`src/rtl/shifter_pkg.sv`:
```
// Shared definitions for the pipelined shifter.
//   shift_mode_e : operation encodings carried on Mode
//   stage_shift  : one pipeline stage's transform (shift by 'amt' when 'en')
// Data is handled at MAX_W bits so one function serves every WIDTH; callers
// zero-extend their operand and keep the low WIDTH bits of the result.
package shifter_pkg;

  localparam int MAX_W = 64;
  localparam int IDX_W = $clog2(MAX_W);

  typedef enum logic [2:0] {
    MODE_SLL = 3'b000,
    MODE_SRA = 3'b001,
    MODE_ROR = 3'b010,
    MODE_SRL = 3'b011,
    MODE_ROL = 3'b100
  } shift_mode_e;

  function automatic logic mode_legal(input logic [2:0] mode);
    return (mode == MODE_SLL) || (mode == MODE_SRA) || (mode == MODE_ROR) ||
           (mode == MODE_SRL) || (mode == MODE_ROL);
  endfunction

  // Reserved modes force zero at every stage, so the result is zero no matter
  // which shift-amount bits are set.
  function automatic logic [MAX_W-1:0] stage_shift(
    input logic [MAX_W-1:0] data,
    input int               width,
    input int               amt,
    input logic             en,
    input logic [2:0]       mode
  );
    logic [MAX_W-1:0] res;
    logic [IDX_W-1:0] src;
    logic [IDX_W-1:0] dst;
    logic [IDX_W-1:0] msb;
    logic             sign;

    res  = '0;
    msb  = IDX_W'(width - 1);
    sign = data[msb];

    if (!mode_legal(mode)) return '0;
    if (!en) return data;

    for (int i = 0; i < MAX_W; i++) begin
      dst = IDX_W'(i);
      src = '0;
      if (i < width) begin
        case (mode)
          MODE_SLL: begin
            src      = IDX_W'(i - amt);
            res[dst] = (i >= amt) ? data[src] : 1'b0;
          end
          MODE_SRL: begin
            src      = IDX_W'(i + amt);
            res[dst] = (i + amt < width) ? data[src] : 1'b0;
          end
          MODE_SRA: begin
            src      = IDX_W'(i + amt);
            res[dst] = (i + amt < width) ? data[src] : sign;
          end
          MODE_ROR: begin
            src      = IDX_W'((i + amt) % width);
            res[dst] = data[src];
          end
          MODE_ROL: begin
            src      = IDX_W'((i + width - amt) % width);
            res[dst] = data[src];
          end
          default: res[dst] = 1'b0;
        endcase
      end
    end
    return res;
  endfunction

endpackage

```
`src/rtl/shifter_stage.sv`:
```
// One register stage of shifter_pipe. Shifts the incoming operand by
// 2**STAGE when shift-amount bit STAGE is set and registers the result
// together with valid, shift amount, mode and tag. Holds everything on stall.
// Ports:
//   clk, rst_n           clock, async active-low reset
//   stall                hold all registers this cycle
//   in_valid/in_data/in_shamt/in_mode/in_tag   from previous stage (or pipe input)
//   valid/data/shamt/mode/tag                  registered stage contents
module shifter_stage
  import shifter_pkg::*;
#(
  parameter int WIDTH = 16,
  parameter int TAG_W = 4,
  parameter int STAGE = 0,
  localparam int SHAMT_W = $clog2(WIDTH)
) (
  input  logic               clk,
  input  logic               rst_n,
  input  logic               stall,
  input  logic               in_valid,
  input  logic [WIDTH-1:0]   in_data,
  input  logic [SHAMT_W-1:0] in_shamt,
  input  logic [2:0]         in_mode,
  input  logic [TAG_W-1:0]   in_tag,
  output logic               valid,
  output logic [WIDTH-1:0]   data,
  output logic [SHAMT_W-1:0] shamt,
  output logic [2:0]         mode,
  output logic [TAG_W-1:0]   tag
);

  logic [MAX_W-1:0] wide_in;
  logic [MAX_W-1:0] wide_res;
  logic [WIDTH-1:0] shifted;

  assign wide_in  = MAX_W'(in_data);
  assign wide_res = stage_shift(wide_in, WIDTH, (1 << STAGE), in_shamt[STAGE], in_mode);
  assign shifted  = wide_res[WIDTH-1:0];

  generate
    if (WIDTH < MAX_W) begin : g_hi
      logic unused_hi;
      assign unused_hi = ^wide_res[MAX_W-1:WIDTH];
    end
  endgenerate

  always_ff @(posedge clk or negedge rst_n) begin
    if (!rst_n) begin
      valid <= 1'b0;
      data  <= '0;
      shamt <= '0;
      mode  <= '0;
      tag   <= '0;
    end else if (!stall) begin
      valid <= in_valid;
      data  <= shifted;
      shamt <= in_shamt;
      mode  <= in_mode;
      tag   <= in_tag;
    end
  end

endmodule

```
`src/rtl/shifter_pipe.sv`:
```
// Pipelined barrel shifter (SLL/SRA/ROR/SRL/ROL) with valid/ready handshake.
// SHAMT_W stages, stage k applies shift-amount bit k. The whole pipe freezes
// when the last stage holds a result the consumer is not taking.
// Ports:
//   clk, rst_n                 clock, async active-low reset
//   In_Valid / In_Ready        input handshake
//   Shift_In, Shift_Val, Mode, Tag_In   operation
//   Out_Valid / Out_Ready      output handshake
//   Shift_Out, Tag_Out, Zero   result, its tag, result-is-zero flag
module shifter_pipe
  import shifter_pkg::*;
#(
  parameter int WIDTH = 16,
  parameter int TAG_W = 4,
  localparam int SHAMT_W = $clog2(WIDTH)
) (
  input  logic               clk,
  input  logic               rst_n,
  input  logic               In_Valid,
  output logic               In_Ready,
  input  logic [WIDTH-1:0]   Shift_In,
  input  logic [SHAMT_W-1:0] Shift_Val,
  input  logic [2:0]         Mode,
  input  logic [TAG_W-1:0]   Tag_In,
  output logic               Out_Valid,
  input  logic               Out_Ready,
  output logic [WIDTH-1:0]   Shift_Out,
  output logic [TAG_W-1:0]   Tag_Out,
  output logic               Zero
);

  localparam int L = SHAMT_W;

  // Index 0 is the pipe input, index k+1 is the output of stage k.
  logic [L:0]              v;
  logic [L:0][WIDTH-1:0]   d;
  logic [L:0][SHAMT_W-1:0] s;
  logic [L:0][2:0]         m;
  logic [L:0][TAG_W-1:0]   t;
  logic                    stall;
  logic                    unused_tail;

  assign v[0] = In_Valid;
  assign d[0] = Shift_In;
  assign s[0] = Shift_Val;
  assign m[0] = Mode;
  assign t[0] = Tag_In;

  assign stall    = v[L] && !Out_Ready;
  assign In_Ready = !stall;

  generate
    for (genvar k = 0; k < L; k++) begin : g_stage
      shifter_stage #(
        .WIDTH (WIDTH),
        .TAG_W (TAG_W),
        .STAGE (k)
      ) u_stage (
        .clk      (clk),
        .rst_n    (rst_n),
        .stall    (stall),
        .in_valid (v[k]),
        .in_data  (d[k]),
        .in_shamt (s[k]),
        .in_mode  (m[k]),
        .in_tag   (t[k]),
        .valid    (v[k+1]),
        .data     (d[k+1]),
        .shamt    (s[k+1]),
        .mode     (m[k+1]),
        .tag      (t[k+1])
      );
    end
  endgenerate

  // The final stage's shift amount and mode have no consumer.
  assign unused_tail = ^{s[L], m[L]};

  assign Out_Valid = v[L];
  assign Shift_Out = d[L];
  assign Tag_Out   = t[L];
  assign Zero      = (d[L] == '0);

endmodule

```
`config.mk`:
```
export PLATFORM = sky130hd
export DESIGN_NAME = shifter_pipe
export DESIGN_NICKNAME = d
export VERILOG_FILES = /design/src/rtl/shifter_pkg.sv /design/src/rtl/shifter_stage.sv /design/src/rtl/shifter_pipe.sv
export SDC_FILE = /design/constraint.sdc
export NUM_CORES = 1
export LEC_CHECK = 0
export ABC_CLOCK_PERIOD_IN_PS = 1900
export CORE_UTILIZATION = 40
export CTS_CLUSTER_DIAMETER = 100
export DETAILED_ROUTE_END_ITERATION = 8
export SLEW_MARGIN = 25
export SYNTH_ARGS = -nofsm -noshare
export SYNTH_HDL_FRONTEND = slang
export SYNTH_SLANG_ARGS = --single-unit
```
`constraint.sdc`:
```
create_clock -name clk -period 1.9 [get_ports clk]
set_input_delay 0.38 -clock clk [delete_from_list [all_inputs] [get_ports clk]]
set_output_delay 0.38 -clock clk [all_outputs]
set_load 0.02 [all_outputs]
```
After elaboration in Yosys (flattened, before gate mapping)
Index checks and enable logic that the tools add are counted.

Input bits: 31. Register bits after elaboration: 105. Logic and storage cells: 154. Output and inout bits: 23.

Eq/ne operators: 16. Reductions and logical operators: 32. Mux-type cells: 88.

Operator list (number): 16-bit 2-to-1 mux (16); 1-bit one-hot mux with 2 select lines (49); 3-bit by 2-bit == test with 1-bit output (second input constant) (8); 1-bit one-hot mux with 3 select lines (7); 16-bit logical NOT (1); 1-bit logical OR (16); 1-bit 2-to-1 mux (16); 3-bit by 1-bit == test with 1-bit output (second input constant) (4); 3-bit == test (second input constant) (4); 3-bit logical NOT (4); 3-bit OR reduction (4); 2-bit OR reduction (3); 4-bit OR reduction (1); 1-bit logical NOT (2); 1-bit logical AND (1).

Depth between registers and ports, before layout
Gate-level depths: netlist (run 1).

Depth in word-level cells: 9. Depth in mapped cells: 6. Depth with buffers taken out: 4.

Cells and area by module
From an unflattened synthesis (run 1), not the netlist that was laid out.

Cells, all modules: 539. Area total of the unflattened synthesis: 5876.9 um2.

Modules (own cells, without submodules): shifter_stage at g_stage[2].u_stage (times used 1, area each 1564.0 um2, cells an instance 138); shifter_stage at g_stage[0].u_stage (times used 1, area each 1488.9 um2, cells an instance 136); shifter_stage at g_stage[1].u_stage (times used 1, area each 1486.4 um2, cells an instance 146); shifter_stage at g_stage[3].u_stage (times used 1, area each 1293.7 um2, cells an instance 112); shifter_pipe (times used 1, area each 43.8 um2, cells an instance 7).

Worst setup path after synthesis (run 1)
OpenSTA, ideal clock, no wires.

Kind: reg-to-output. From: register g_stage[3].u_stage.valid. To: output port In_Ready. Data arrival time: 1.224 ns. Slack: 0.296 ns. Cell stages (with the launch flop): 5. Buffers on the path: 2. Cells stage by stage: dfrtp_1 > nor2b_1 > buf_4 > inv_2 > clkbuf_1.

Cells in the longest elaborated chain, start to end: 2.

Ends and longest elaborated chain: start: declaration (line shifter_stage.sv:25) `output logic valid,`; start signal: assignment (line shifter_stage.sv:55) `valid <= in_valid;`; 1-bit logical AND (line shifter_pipe.sv:49) `assign stall = v[L] && !Out_Ready;`; 1-bit logical NOT; end: declaration (line shifter_pipe.sv:20) `output logic In_Ready,`.

No other way between the ends.

Final worst setup path (run 1)
From: register g_stage[3].u_stage.data[4]. To: output port Shift_Out[4].

RTL lines: start: declaration (line shifter_stage.sv:26) `output logic [WIDTH-1:0] data,`; start signal: assignment (line shifter_stage.sv:56) `data <= shifted;`; end: declaration (line shifter_pipe.sv:27) `output logic [WIDTH-1:0] Shift_Out,`.

No word-level cell between the ends.

==> results of run 1 <==
==> Yosys cell counts (all sizes together), types with 14 or more instances <==
master | instances | area, um^2
buf | 47 | 300
a32o | 17 | 170
inv | 32 | 120
nand2 | 127 | 477
o31ai | 26 | 235
nor2 | 42 | 168
dfrtp | 99 | 2480
or2 | 20 | 125
or3b | 23 | 201
clkbuf | 24 | 90.1
o311ai | 14 | 123
==> worst max-delay path by stage <==
| stage | cells past startpoint | end | from |
|---|---|---|---|
| global route | 3 | Zero | g_stage[3].u_stage.data[7] |
| finish | 2 | Shift_Out[4] | g_stage[3].u_stage.data[4] |
| global placement | 4 | g_stage[0].u_stage.data[11] | Mode[0] |
| floorplan | 4 | In_Ready | g_stage[3].u_stage.valid |
| detailed placement | 4 | g_stage[0].u_stage.data[12] | Mode[0] |
| CTS | 3 | Zero | g_stage[3].u_stage.data[9] |
==> critical path: stages, from the launching register on <==
cell and delay, ns:
dfrtp_1 0.37, buf_4 0.12, clkdlybuf4s50_1 0.59
==> per-layer routing <==
layer,GRT usage [%],vias up
met3,3.04,24
met2,33.0,90
met5,0,-
met1,23.1,2192
li1,-,2217
met4,10.6,0
==> cell type report <==
| cell class | count | area share, % |
|---|---|---|
| Clock buffer | 15 | 4.37 |
| Clock inverter | 1 | 0.0761 |
| Inverter | 32 | 1.83 |
| Multi-Input combinational cell | 393 | 39.0 |
| Sequential cell | 99 | 37.6 |
| Tap cell | 176 | 3.35 |
| Timing Repair Buffer | 97 | 13.7 |
==> power groups by stage <==
stage	sequential (mW)	clock, mW	combinational (mW)
final	3.78	1.78	4.10
after global routing	3.90	1.90	4.52
after CTS	3.76	1.82	4.12
after detailed placement	3.79	0	4.09
after global placement	3.76	0	4.04
after floorplan	3.43	0	3.19
==> what timing repair did <==
action,4_1_cts,5_1_grt
pin swaps,0,1
hold endpoints to repair,22,0
setup endpoints to repair,2,8
gates resized for setup,6,3
hold buffers,1,0
==> logic make-up after synthesis <==
group	count (synthesis)	share of synthesized area (%)
AO/OA/AOI/OAI	136	21.5
AND/OR/NAND/NOR	257	24.4
buffers and inverters	103	9.24
flip-flops	99	44.8
==> placed cells by master, fill, tap and decap left out, drive strengths merged, types with 14 or more instances in the layout <==
| cell | count |
|---|---|
| a32o | 17 |
| buf | 45 |
| clkbuf | 15 |
| clkdlybuf4s50 | 50 |
| dfrtp | 99 |
| inv | 32 |
| nand2 | 127 |
| nor2 | 42 |
| o311ai | 14 |
| o31ai | 26 |
| or2 | 20 |
| or3b | 23 |
==> state kept, by name, summed over array words and instances, names as in the netlist <==
name	flops
g_stage.u_stage.data	64
g_stage.u_stage.mode	9
g_stage.u_stage.shamt	6
g_stage.u_stage.tag	16
g_stage.u_stage.valid	4
==> through the flow <==
step                hold slack, ns  setup TNS, ns  setup WS, ns  total power [mW]  cell area [um^2]
floorplan                   0.0844              0         0.296              6.61              5520
detailed placement           0.313          -5.95        -0.279              7.89              6260
finish                       0.464              0        0.0967              9.66              6580
global route                 0.486              0        0.0217              10.3              6580
global placement             0.308          -4.67        -0.167              7.79              6260
CTS                          0.468        -0.0123       -0.0123              9.70              6580
==> qor.yml, run 1 <==
run_status: "finished, final reports clean"
antenna_found_initial: 0
antenna_left: 0
drtIter0Drc: 242
coreArea_um2: 13300
tightest_slew_ns: 0.640
grt_max_degree: 33
die_w_um: 120
p_switching_mw: 3.84
yosysWarnings: 0
maxUsedRoutingLayer: "met4"
comb_power_share_pct: 42.5
clk_pin_slew_worst_paths_ns: 0.06
met2_length_um: 6600
root_buffer: "clkbuf_16"
via_per_inst: 5.56
multi_input_area_um2: 2560
cts_tree: "built"
avgSynthCellArea_um2: 9.28
yosysSeqAreaShare_pct: 44.8
htree_levels: 3
gp_routability_congestion: 0.952
wirelength_met1_um: 5870
areaGrowthSynthToFinish_pct: 19.1
drive_above_1_share_pct: 15.4
r2r_slack_ns: 0.19
num_vias: 4523
p_int_mw: 5.82
stdcell_count: 813
fin_crit_sh_pct: 94.9
io_pins: 54
grt_setup_unrepaired: "false"
holdPathEnd: "g_stage[3].u_stage.tag[0]"
grt_pass1_wl_um: 22000
dp_hpwl_um: 9860
cts_buffer_depth: 2
syn_inst: 595
slew_headroom_pct: 57.3
synth.distinct_cells: 42
power.share.sequential_pct: 39.1
die_area_um2: 14300
maxSlewViolCount: 0
hp-start: "g_stage[3].u_stage.tag[0]"
drv_cap: 0
power_density_nw_per_um2: 1470
die_h_um: 120
swShare_pct: 39.7
cts_buffers: 9
final_hold_viol_count: 0
skew_ns: 0.00718
grt_usage_pct: 19.2
wl_per_cell_um: 16.2
finalWirelength_um: 13200
drc_errors: 0
cp-start-kind: "flop"
netlist_area_um2: 5520
arrival_ns: 1.42
antenna_cells: 0
timing.rr.start: "g_stage[1].u_stage.mode[1]"
fillers: 1295
met3WireLength_um: 333
overflow: 0
async_flop_share_pct: 100
rows: 42
utilization_pct: 49.3
fmax_mhz: 555
setup_viol: 0
syn_nets: 626
io_buffers: 53
path_max_fanout: 2
pwr-share-clk_pct: 18.4
vdd_drop_max_v: 0.000578
synth_ff_type: "dfrtp_1"
cts_setup_buffers: 0
hold_path_depth: 2
crit_type: "reg2out"
clkSinkCount: 99
drtPass1Iterations: 4
synth_seq_cells: 99
placed_cells: 796
nNetsFinal: 663
start_util_pct: 41.4
leakagePower_nw: 2.80
synth_edf_count: 0
timing.rr.end: "g_stage[2].u_stage.data[11]"
grt_pass1_vias: 4501
hold_class: "reg2reg"
cp-end-kind: "output port"
rr_worst_depth: 3
min_period_ns: 1.80
regArea_um2: 2480
clk_latency_ns: 0.35
worstPathRequired_ns: 1.52
(Power assumes the default switching activity.)
==> run 2, diff against run 1 <==
CORE_UTILIZATION = 50   (was 40)
PLACE_DENSITY = 0.71   (was default)
==> qor.yml, run 2 (synthesized netlist as in run 1, its figures left out) <==
run_status: "finished, final reports clean"  # unchanged
clk_pin_slew_worst_paths_ns: 0.09  # was 0.06 ns
die_area_um2: 11500  # was 14,300 um^2
drv_cap: 0  # unchanged
reg_top3: "g_stage.u_stage.data: 64 flops, g_stage.u_stage.tag: 16 flops, g_stage.u_stage.mode: 9 flops"  # unchanged
vdd_drop_max_v: 0.000669  # was 0.000578 V
htree_levels: 3  # unchanged
utilization_pct: 59.3  # was 49.3%
cts_buffers: 9  # unchanged
io_pins: 54  # unchanged
fillers: 941  # was 1,295
largest_reg_flops: 64  # unchanged
root_buffer: "clkbuf_8"  # was clkbuf_16
finalWirelength_um: 12100  # was 13,200 um
antenna_found_initial: 0  # unchanged
skew_ns: 0.0119  # was 0.00718 ns
drtIter0Drc: 206  # was 242
drc_errors: 0  # unchanged
tightest_slew_ns: 0.753  # was 0.640 ns
grt_max_degree: 36  # was 33
wl_per_cell_um: 15.6  # was 16.2 um
final_hold_viol_count: 0  # unchanged
io_buffers: 53  # unchanged
grt_usage_pct: 22.8  # was 19.2%
num_vias: 4484  # was 4,523
die_h_um: 107  # was 120 um
drtPass1Iterations: 5  # was 4
detailed_place.area_um2: 6150  # was 6260 um^2
rr_worst_depth: 3  # unchanged
areaGrowthSynthToFinish_pct: 15.8  # was 19.1%
coreArea_um2: 10800  # was 13,300 um^2
antenna_cells: 0  # unchanged
clkSinkCount: 99  # unchanged
arrival_ns: 1.46  # was 1.42 ns
layout_common_cells: "127 x nand2_1, 97 x dfrtp_1, 46 x clkdlybuf4s50_1"  # was 127 x nand2_1, 99 x dfrtp_1, 50 x clkdlybuf4s50_1
hold_class: "in2async"  # was reg2reg
setup_viol: 0  # unchanged
fmax_mhz: 545  # was 555 MHz
clk_latency_ns: 0.37  # was 0.35 ns
grt_setup_unrepaired: "true"  # was false
cts_tree: "built"  # unchanged
fin_crit_sh_pct: 96.6  # was 94.9%
overflow: 0  # unchanged
regMostFlops: "g_stage.u_stage.data"  # unchanged
min_period_ns: 1.84  # was 1.80 ns
slew_headroom_pct: 49.6  # was 57.3%
maxSlewViolCount: 0  # unchanged
regArea_um2: 2480  # about the same
placed_cells: 755  # was 796
leakagePower_nw: 2.77  # was 2.80 nW
stdcell_area_um2: 6400  # was 6580 um^2
dp_hpwl_um: 9170  # was 9860 um
drive_above_1_share_pct: 15.0  # was 15.4%
cp-end-kind: "output port"  # unchanged
grt_pass1_wl_um: 20500  # was 22,000 um
grt_pass1_vias: 4181  # was 4,501
gp_routability_congestion: 0.904  # was 0.952
die_w_um: 107  # was 120 um
antenna_left: 0  # unchanged
start_util_pct: 51.2  # was 41.4%
cts_setup_buffers: 0  # unchanged
finalPower_mw: 9.10  # was 9.66 mW
cts_buffer_depth: 2  # unchanged
cp-start-kind: "flop"  # unchanged
via_per_inst: 5.81  # was 5.56
worstPathRequired_ns: 1.52  # about the same
crit_type: "reg2out"  # unchanged
path_max_fanout: 2  # unchanged
stdcell_count: 772  # was 813
multi_input_area_um2: 2570  # was 2560 um^2
power_density_nw_per_um2: 1420  # was 1470 nW/um^2
nNetsFinal: 658  # was 663
layout_commonest_cell: "nand2_1"  # unchanged
rows: 38  # was 42
[run 2: cell count changes in the layout (fill, tap and decap cells not counted), moves of 3 or more]
cell             previous run  this run
clkbuf_16                   9         0
clkbuf_8                    4        10
clkdlybuf4s50_1            50        46
buf_4                      40        37
dlymetal6s2s_1              0         4
[run 2: worst paths after layout]
kind | startpoint | endpoint | slack, ns
worst min register to register | g_stage[2].u_stage.tag[1] | g_stage[2].u_stage.tag[1] | 0.47
max in group asynchronous | rst_n | g_stage[1].u_stage.mode[2] | 0.84
worst min-delay path | rst_n | g_stage[3].u_stage.tag[0] | 0.43
worst max register to register | g_stage[0].u_stage.mode[0] | g_stage[1].u_stage.data[8] | 0.26
worst max-delay path | g_stage[3].u_stage.data[9] | Zero | 0.06
min in group clk | g_stage[2].u_stage.tag[1] | g_stage[2].u_stage.tag[1] | 0.47
[run 2: critical path, stage by stage (launching register included)]
cell     delay [ns]
dfrtp_1        0.41
nor4_4         0.30
and4_1         0.25
buf_6          0.12
[run 2: repair_timing]
action                                  CTS  global route
hold buffers                              1             0
hold endpoints to repair                 17             0
endpoints found under the setup margin    2            21
pin swaps                                 1             1
resized for setup                         8             9
[run 2: report_power, final]
group | internal, mW | switching, mW
sequential | 2.90 | 0.840
combinational | 1.83 | 2.18
clock | 0.639 | 0.706
[run 2: layout make-up]
type                       instances  share of cell area [%]
clock inverter                     5                   0.821
multi-input combinational        393                    40.2
inverter                          32                    1.88
tap                              140                    2.74
clock buffer                      11                    2.21
sequential                        99                    38.8
timing repair buffer              92                    13.4
[run 2: routing by layer]
layer	track usage, %	wire length, um	up-vias
met3	4.07	399	28
met5	0	0	-
met2	39.7	6050	110
met1	27.7	5300	2133
li1	-	-	2213
met4	9.88	316	0
[run 2: per-stage QoR]
stage / hold WS [ns] / TNS [ns] / setup WS, ns
after global routing: 0.424 / -0.0196 / -0.0196
after floorplan: 0.0844 / 0 / 0.296
after global placement: 0.276 / -5.76 / -0.164
after detailed placement: 0.278 / -7.09 / -0.195
final: 0.427 / 0 / 0.0640
after CTS: 0.415 / -0.00132 / -0.00132
